**config.mk**
```make
export PLATFORM = sky130hd
export DESIGN_NAME = serial_chunk_adder
export DESIGN_NICKNAME = d
export VERILOG_FILES = /design/src/rtl/serial_chunk_adder_pkg.sv /design/src/rtl/serial_chunk_adder_chunk_adder.sv /design/src/rtl/serial_chunk_adder.sv
export SDC_FILE = /design/constraint.sdc
export NUM_CORES = 1
export LEC_CHECK = 0
export BUFFER_PORTS_ARGS = -buffer_cell sky130_fd_sc_hd__buf_2
export CELL_PAD_IN_SITES_DETAIL_PLACEMENT = 1
export CELL_PAD_IN_SITES_GLOBAL_PLACEMENT = 1
export CORE_UTILIZATION = 35
export CTS_BUF_LIST = sky130_fd_sc_hd__clkbuf_8 sky130_fd_sc_hd__clkbuf_16
export CTS_CLUSTER_SIZE = 8
export DETAILED_ROUTE_END_ITERATION = 10
export GPL_TIMING_DRIVEN = 0
export PLACE_DENSITY = 0.79
export SYNTH_ARGS = -nofsm -noshare
export SYNTH_HDL_FRONTEND = slang
export SYNTH_HIERARCHICAL = 1
export SYNTH_SLANG_ARGS = --single-unit
```
**constraint.sdc**
```tcl
create_clock -name clk -period 2.6 [get_ports clk]
set_input_delay 0.13 -clock clk [delete_from_list [all_inputs] [get_ports clk]]
set_output_delay 0.13 -clock clk [all_outputs]
set_load 0.01 [all_outputs]
```
**src/rtl/serial_chunk_adder_pkg.sv**
```systemverilog
// Shared types and parameter derivations for the chunk-serial adder.
// Subtraction support is enabled by defining SERIAL_CHUNK_ADDER_SUB_EN.
package serial_chunk_adder_pkg;

  typedef logic [1:0] state_t;

  localparam state_t ST_IDLE = 2'd0;
  localparam state_t ST_RUN  = 2'd1;
  localparam state_t ST_DONE = 2'd2;

  // Guard against CHUNK=0 so an illegal configuration still elaborates far
  // enough to report the parameter error.
  function automatic int calc_nchunk(input int width, input int chunk);
    return (chunk < 1) ? 1 : width / chunk;
  endfunction

  function automatic int calc_cnt_w(input int nchunk);
    return (nchunk <= 1) ? 1 : $clog2(nchunk);
  endfunction

  function automatic bit params_ok(input int width, input int chunk);
    return (chunk >= 1) && (chunk <= width) && ((width % chunk) == 0);
  endfunction

endpackage

```
**src/rtl/serial_chunk_adder_chunk_adder.sv**
```systemverilog
// CHUNK-bit ripple chain of full-adder cells; also reports the carry into
// its MSB so the parent can form signed overflow.
module chunk_adder #(
  parameter int CHUNK = 4
) (
  input  logic [CHUNK-1:0] a_i,
  input  logic [CHUNK-1:0] b_i,
  input  logic             c_i,
  output logic [CHUNK-1:0] s_o,
  output logic             c_o,
  output logic             c_msb_o
);

  always_comb begin
    logic carry;
    carry   = c_i;
    s_o     = '0;
    c_msb_o = 1'b0;
    for (int i = 0; i < CHUNK; i++) begin
      if (i == CHUNK - 1) c_msb_o = carry;
      s_o[i] = a_i[i] ^ b_i[i] ^ carry;
      carry  = (a_i[i] & b_i[i]) | (carry & (a_i[i] ^ b_i[i]));
    end
    c_o = carry;
  end

endmodule

```
**src/rtl/serial_chunk_adder.sv**
```systemverilog
// Multi-cycle adder: WIDTH-bit operands summed CHUNK bits per clock, LSB first.
// Define SERIAL_CHUNK_ADDER_SUB_EN to add the sub port (a - b).
module serial_chunk_adder
  import serial_chunk_adder_pkg::*;
#(
  parameter int WIDTH = 32,
  parameter int CHUNK = 4
) (
  input  logic             clk,
  input  logic             reset,
  input  logic             in_valid,
  output logic             in_ready,
  input  logic [WIDTH-1:0] a,
  input  logic [WIDTH-1:0] b,
  input  logic             carryin,
`ifdef SERIAL_CHUNK_ADDER_SUB_EN
  input  logic             sub,
`endif
  output logic             out_valid,
  input  logic             out_ready,
  output logic [WIDTH-1:0] sum,
  output logic             carryout,
  output logic             overflow,
  output state_t           state_dbg
);

  localparam int NCHUNK = calc_nchunk(WIDTH, CHUNK);
  localparam int CNT_W  = calc_cnt_w(NCHUNK);

  if (!params_ok(WIDTH, CHUNK)) begin : g_bad_params
    $error("serial_chunk_adder: CHUNK must divide WIDTH and lie in 1..WIDTH");
  end

  // Handshakes: a transfer happens on a rising edge where valid and ready
  // are both high. in_ready/out_valid decode registered state only.
  state_t             state_q, state_d;
  logic [WIDTH-1:0]   a_q, a_d, b_q, b_d;
  logic [WIDTH-1:0]   acc_q, acc_d, sum_q, sum_d;
  logic               c_q, c_d, cout_q, cout_d, ovf_q, ovf_d;
  logic [CNT_W-1:0]   cnt_q, cnt_d;

  logic [WIDTH-1:0]   b_eff;
  logic               c_eff;
  logic [CHUNK-1:0]   ch_s;
  logic               ch_co, ch_cmsb;
  logic [WIDTH-1:0]   acc_shift;

`ifdef SERIAL_CHUNK_ADDER_SUB_EN
  assign b_eff = sub ? ~b : b;
  assign c_eff = sub ? 1'b1 : carryin;
`else
  assign b_eff = b;
  assign c_eff = carryin;
`endif

  chunk_adder #(.CHUNK(CHUNK)) u_chunk (
    .a_i     (a_q[CHUNK-1:0]),
    .b_i     (b_q[CHUNK-1:0]),
    .c_i     (c_q),
    .s_o     (ch_s),
    .c_o     (ch_co),
    .c_msb_o (ch_cmsb)
  );

  // Working sum shifts in from the top; the visible sum only changes at the
  // final chunk so it holds the previous result during RUN.
  assign acc_shift = (acc_q >> CHUNK) | (WIDTH'(ch_s) << (WIDTH - CHUNK));

  always_comb begin
    state_d = state_q;
    a_d     = a_q;
    b_d     = b_q;
    c_d     = c_q;
    acc_d   = acc_q;
    sum_d   = sum_q;
    cout_d  = cout_q;
    ovf_d   = ovf_q;
    cnt_d   = cnt_q;
    case (state_q)
      ST_IDLE: begin
        if (in_valid) begin
          a_d     = a;
          b_d     = b_eff;
          c_d     = c_eff;
          cnt_d   = '0;
          state_d = ST_RUN;
        end
      end
      ST_RUN: begin
        a_d   = a_q >> CHUNK;
        b_d   = b_q >> CHUNK;
        c_d   = ch_co;
        acc_d = acc_shift;
        cnt_d = cnt_q + CNT_W'(1);
        if (cnt_q == CNT_W'(NCHUNK - 1)) begin
          sum_d   = acc_shift;
          cout_d  = ch_co;
          ovf_d   = ch_co ^ ch_cmsb;
          state_d = ST_DONE;
        end
      end
      ST_DONE: begin
        if (out_ready) state_d = ST_IDLE;
      end
      default: state_d = ST_IDLE;
    endcase
  end

  always_ff @(posedge clk) begin
    if (reset) begin
      state_q <= ST_IDLE;
      a_q     <= '0;
      b_q     <= '0;
      c_q     <= 1'b0;
      acc_q   <= '0;
      sum_q   <= '0;
      cout_q  <= 1'b0;
      ovf_q   <= 1'b0;
      cnt_q   <= '0;
    end else begin
      state_q <= state_d;
      a_q     <= a_d;
      b_q     <= b_d;
      c_q     <= c_d;
      acc_q   <= acc_d;
      sum_q   <= sum_d;
      cout_q  <= cout_d;
      ovf_q   <= ovf_d;
      cnt_q   <= cnt_d;
    end
  end

  assign in_ready  = (state_q == ST_IDLE);
  assign out_valid = (state_q == ST_DONE);
  assign sum       = sum_q;
  assign carryout  = cout_q;
  assign overflow  = ovf_q;
  assign state_dbg = state_q;

endmodule

```
### Word level (Yosys, flattened, before mapping)

Cells that the tools add are included.

* register bits: 136
* output and inout port bits: 38

* $add $sub $neg: 1
* eq/ne operators: 6
* muxes and demuxes: 12
* bitwise operators: 22
* reduce and logical (&&, ||, !) cells: 5

Operator list (count)
* case mux 32 bit (2 select lines): 2
* two-way mux 32 bit: 2
* OR 28 x 32 -> 32 bit: 1
* bitwise XOR 1 bit: 9
* bitwise AND 1 bit: 8
* two-way mux 2 bit: 3
* case mux 2 bit (3 select lines): 1
* case mux 3 bit (2 select lines): 1
* inequality test 2 bit (second input constant): 2
* OR 1 bit: 4
* AND reduction 2 bit: 2
* adder 3 x 1 -> 3 bit (second input constant): 1
* equality test 3 bit (second input constant): 1
* two-way mux 3 bit: 1
* AND reduction 3 bit: 1
* equality test 2 x 1 -> 1 bit (second input constant): 1
* equality test 2 bit (second input constant): 1
* zero test 2 bit: 1
* inequality test 2 x 1 -> 1 bit (second input constant): 1
* case mux 1 bit (2 select lines): 1
* nonzero test 2 bit: 1
* two-way mux 1 bit: 1

### Logic depth before layout (Yosys ltp)

* word-level depth: 10
* mapped depth: 9

### Modules after synthesis

The synthesis kept the hierarchy.

Modules (own cells, without submodules)
* serial_chunk_adder: instances 1, cells an instance 580, area an instance 5123.7 µm², seq. area each 2642.5 µm²
* chunk_adder: instances 1, cells an instance 12, area an instance 110.1 µm², seq. area each 0.0 µm²

### Least setup slack after synthesis

No wires, ideal clock.

* path kind: register to register
* start: reg a_q[0]
* end: reg sum_q[31] (netlist: sum[31])
* setup time: 0.134 ns
* arrival time: 1.893 ns
* required time: 2.466 ns
* slack: 0.573 ns
* stages on the path, launching flop included: 9
* path buffers: 0
* clock period less this slack: 2.027 ns
* cell sequence: dfxtp_1 -> fa_1 -> inv_1 -> fa_1 -> fa_1 -> inv_1 -> fa_1 -> nand2_1 -> a21oi_1

* longest elaborated chain between the ends: 9
* elaborated cells on any way between the ends: 10
* those cells by class: 10 x bitwise

Ends and longest elaborated chain
* start: declaration: RTL line serial_chunk_adder.sv:37 `logic [WIDTH-1:0] a_q, a_d, b_q, b_d;`
* start signal: assignment: RTL line serial_chunk_adder.sv:112 `a_q <= '0;`
* start signal: assignment: RTL line serial_chunk_adder.sv:122 `a_q <= a_d;`
* bitwise XOR 1 bit: RTL line serial_chunk_adder_chunk_adder.sv:22 `carry = (a_i[i] & b_i[i]) | (carry & (a_i[i] ^ b_i[i]));`
* bitwise AND 1 bit: RTL line serial_chunk_adder_chunk_adder.sv:22
* OR 1 bit (*): RTL line serial_chunk_adder_chunk_adder.sv:22
* bitwise AND 1 bit (*): RTL line serial_chunk_adder_chunk_adder.sv:22
* OR 1 bit (*): RTL line serial_chunk_adder_chunk_adder.sv:22
* bitwise AND 1 bit (*): RTL line serial_chunk_adder_chunk_adder.sv:22
* OR 1 bit (*): RTL line serial_chunk_adder_chunk_adder.sv:22
* net ch_cmsb: RTL line serial_chunk_adder.sv:45 `logic ch_co, ch_cmsb;`
* bitwise XOR 1 bit (*): RTL line serial_chunk_adder_chunk_adder.sv:21 `s_o[i] = a_i[i] ^ b_i[i] ^ carry;`
* net ch_s[3]: RTL line serial_chunk_adder.sv:44 `logic [CHUNK-1:0] ch_s;`
* OR 28 x 32 -> 32 bit (*): RTL line serial_chunk_adder.sv:67 `assign acc_shift = (acc_q >> CHUNK) | (WIDTH'(ch_s) << (WIDTH - CHUNK));`
* end signal: assignment: RTL line serial_chunk_adder.sv:126 `sum_q <= sum_d;`
* end: declaration: RTL line serial_chunk_adder.sv:38 `logic [WIDTH-1:0] acc_q, acc_d, sum_q, sum_d;`

The timed path passes the listed nets; every way through them passes the cells marked *.
A chain may end at the register's enable or synchronous reset.

### Worst setup path in the final report

* start: reg b_q[0]
* end: reg acc_q[31]

* longest elaborated chain between the ends: 9
* elaborated cells on any way between the ends: 10
* those cells by class: 10 x bitwise

Ends and longest elaborated chain
* start: declaration: RTL line serial_chunk_adder.sv:37
* start signal: assignment: RTL line serial_chunk_adder.sv:113 `b_q <= '0;`
* start signal: assignment: RTL line serial_chunk_adder.sv:123 `b_q <= b_d;`
* bitwise XOR 1 bit: RTL line serial_chunk_adder_chunk_adder.sv:22
* bitwise AND 1 bit: RTL line serial_chunk_adder_chunk_adder.sv:22
* OR 1 bit (*): RTL line serial_chunk_adder_chunk_adder.sv:22
* bitwise AND 1 bit (*): RTL line serial_chunk_adder_chunk_adder.sv:22
* OR 1 bit (*): RTL line serial_chunk_adder_chunk_adder.sv:22
* bitwise AND 1 bit (*): RTL line serial_chunk_adder_chunk_adder.sv:22
* OR 1 bit (*): RTL line serial_chunk_adder_chunk_adder.sv:22
* net ch_cmsb: RTL line serial_chunk_adder.sv:45
* bitwise XOR 1 bit (*): RTL line serial_chunk_adder_chunk_adder.sv:21
* net ch_s[3]: RTL line serial_chunk_adder.sv:44
* OR 28 x 32 -> 32 bit (*): RTL line serial_chunk_adder.sv:67
* end signal: assignment: RTL line serial_chunk_adder.sv:115 `acc_q <= '0;`
* end signal: assignment: RTL line serial_chunk_adder.sv:125 `acc_q <= acc_d;`
* end: declaration: RTL line serial_chunk_adder.sv:38

Marks and branches as above.

==> run metrics <==
syn_nets=about 670; Fin Clk Skew=0.00685 ns; Tcrit/Tclk final=between 80% and 90%; Mapped Area=about 5200 um^2; I/O Buffers=105; Reg power frac=40.6%; synth warn=6; ANT nets after route=0; Required @ worst endpoint=2.89 ns; Crit Path Max Fanout=2; CTS root buffer=clkbuf_16; Distinct cells, synth=27; Slew headroom=53.0%; switching pwr=about 1.3 mW; number of remaining DRC errors=0; part of the power in combinational logic=between 10% and 20%; Layout area overhead=38.7%; TritonCTS Sinks=132; dpl cell area=5990 um^2; Max Slew Vio Count=0; Final Hold Vio Count=0; cell with the most instances after synthesis=dfxtp_1; final WL=roughly 17,000 um; top post-synthesis cells by count=dfxtp_1, a21oi_1, nand2_1; clk_lat worst skew=about 0.43 ns; Seq/Total Area, Yosys=between 50% and 60%; fraction of layout cells with a size suffix above 1=between 20% and 30%; vias=between 5,000 and 6,000; syn_area_per_cell=8.84 um^2; Post-synth EDFFs=0; GR Util All Layers=about 23%; PostCTS Resize Cnt=0; DR iter-0 viols=230; DP Wirelength=10,600 um; global-route wire length before repair=roughly 27,000 um; run status=complete, no violations; kind of start point of the critical path=flop; Yosys reg bits=approximately 130; Synth area leaders=dfxtp_1, a21oi_1, o221a_2; CTS clock-pin slew for the worst setup and hold paths=~0.06 ns; Primary FF master, synth=dfxtp_1; Core Region=14,600 um^2; largest net degree at the start of global routing=17; initial antenna violation count=1; worst slew pin tran=between 0.7 and 0.8 ns; critical path class=flop to flop; DIE HEIGHT=124 um; CP Capture Type=flop; Yosys top cell by area=dfxtp_1; reg-to-reg setup timing slack=approximately 0.41 ns; DR WL/cell=approximately 18 um; routability cong.=0.794; asr flop ratio synth=0%; H-Tree Depth=4; Power, Total=between 5 and 6 mW; clock share of power=between 40% and 50%; Final nets=853; setup TNS=0 ns; Synth Area in Compound Gates=about a quarter; CP arrival=roughly 2.5 ns; die area=15,400 um^2; # IOs=roughly 110; drt via density=5.16; CTS Buf Count=17; xor-xnor portion of the synthesized cell area=0.167%; Cells after Synth=a little under 600; vias in the first global route=around 5,500; Initial Utilization=between 30% and 40%; Tmin final=2.19 ns; Max VDD drop=between 400 and 500 uV; Longest Clk Path Bufs=2; RSZ-0062 raised after global routing=no; Fmax=between 0.4 and 0.5 GHz; Final setup viols=0; switching portion of total power=between 20% and 30%; HP Class=input pin to flop; CTS tree=built; Final Cell Area=7260 um^2; post-synth top area share=50.5%; Hold WS=~0.0072 ns; main combinational cell family by area after synthesis=compound AO/OA/AOI/OAI gates; adder-cell area share of the yosys netlist=under 10%; Pwr Density=about 740 nW/um^2; Static Leak=around 3 nW; post-synthesis simple-gate area fraction=11.2%; Congestion Overflow GR=0; chip width=~120 um; Pint=just over 4 mW; drt first pass iters=4; total setup buffers inserted after CTS=0; Rows=44; hold buffers post-CTS=62; maximum capacitance violations=0; post-synthesis mux area share=less than 1%
## layout make-up
class	count	area [um^2]
Fill cell	1722	7330
Clock buffer	20	467
Sequential cell	132	2640
Clock inverter	11	181
Inverter	65	244
Timing Repair Buffer	167	1150
Tap cell	184	230
Multi-Input combinational cell	346	2060
Buffer	49	284
Antenna cell	1	2.50
## power by group through the flow
| stage | Sequential [mW] | Combinational [mW] | Clock (mW) |
|---|---|---|---|
| detailed placement | 2.23 | 0.456 | 0 |
| finish | 2.19 | 0.550 | 2.66 |
| global placement | 2.23 | 0.438 | 0 |
| global route | 2.20 | 0.598 | 2.78 |
| CTS | 2.19 | 0.535 | 2.67 |
| floorplan | 2.21 | 0.308 | 0 |
## final timing paths
check	depth (start not counted)	startpoint	endpoint
min reg2reg	2	sum[21]	sum[21]
max	8	b_q[0]	acc_q[31]
min	2	a[3]	a_q[3]
max reg2reg	8	b_q[0]	acc_q[31]
## sequential cells by signal, indices dropped and copies added (netlist names)
name / cells
a_q: 32
b_q: 32
sum: 32
acc_q: 28
cnt_q: 3
state_dbg: 2
c_q: 1
carryout: 1
overflow: 1
## cell families (layout without fill, tap and decap cells)
| group | count (synthesis) | after routing |
|---|---|---|
| compound gates | 192 | 192 |
| simple gates | 146 | 146 |
| flops | 132 | 132 |
| buf+inv | 114 | 312 |
| fa+ha+maj | 6 | 6 |
| xor+xnor | 1 | 1 |
| mux | 1 | 1 |
| other cells | 0 | 1 |
## layout by cell type (no fill, tap or decap), types with 2 or more instances in the layout
cell,count
clkbuf_1,9
dfxtp_1,132
buf_1,6
o221a_2,48
buf_6,4
buf_4,13
inv_1,66
o21ai_0,3
bufinv_16,5
nand3b_1,4
clkinv_2,4
nand2_1,122
nor2_1,12
a21oi_1,122
fa_1,4
nor2b_1,2
ha_1,2
clkbuf_8,3
buf_2,122
o221a_1,9
clkbuf_16,17
nand2b_1,3
a22oi_1,7
dlygate4sd3_1,62
## per-layer routing
layer | vias to the layer above | global-route usage [%] | wire length (um)
met1 | 2433 | 24.8 | 7040
li1 | 2396 | - | -
met4 | 0 | 11.8 | 561
met2 | 153 | 40.8 | 8820
met3 | 49 | 4.68 | 718
met5 | - | 0 | 0
## stage by stage
step                      utilization, %  setup slack, ns  instances
after floorplan                        -            0.573        592
after global placement              41.1            0.452        881
after detailed placement            41.1            0.400        881
after CTS                           49.8            0.393        974
after global routing                49.8            0.286        975
final                               49.8            0.406        975
## worst max-delay path, cell delays in order, from the launching register on
cell and delay (ns):
dfxtp_1 0.38, fa_1 0.18, inv_1 0.05, fa_1 0.38, fa_1 0.39, inv_1 0.11, fa_1 0.44, nand2_1 0.08
a21oi_1 0.05
(Power assumes the default switching activity.)
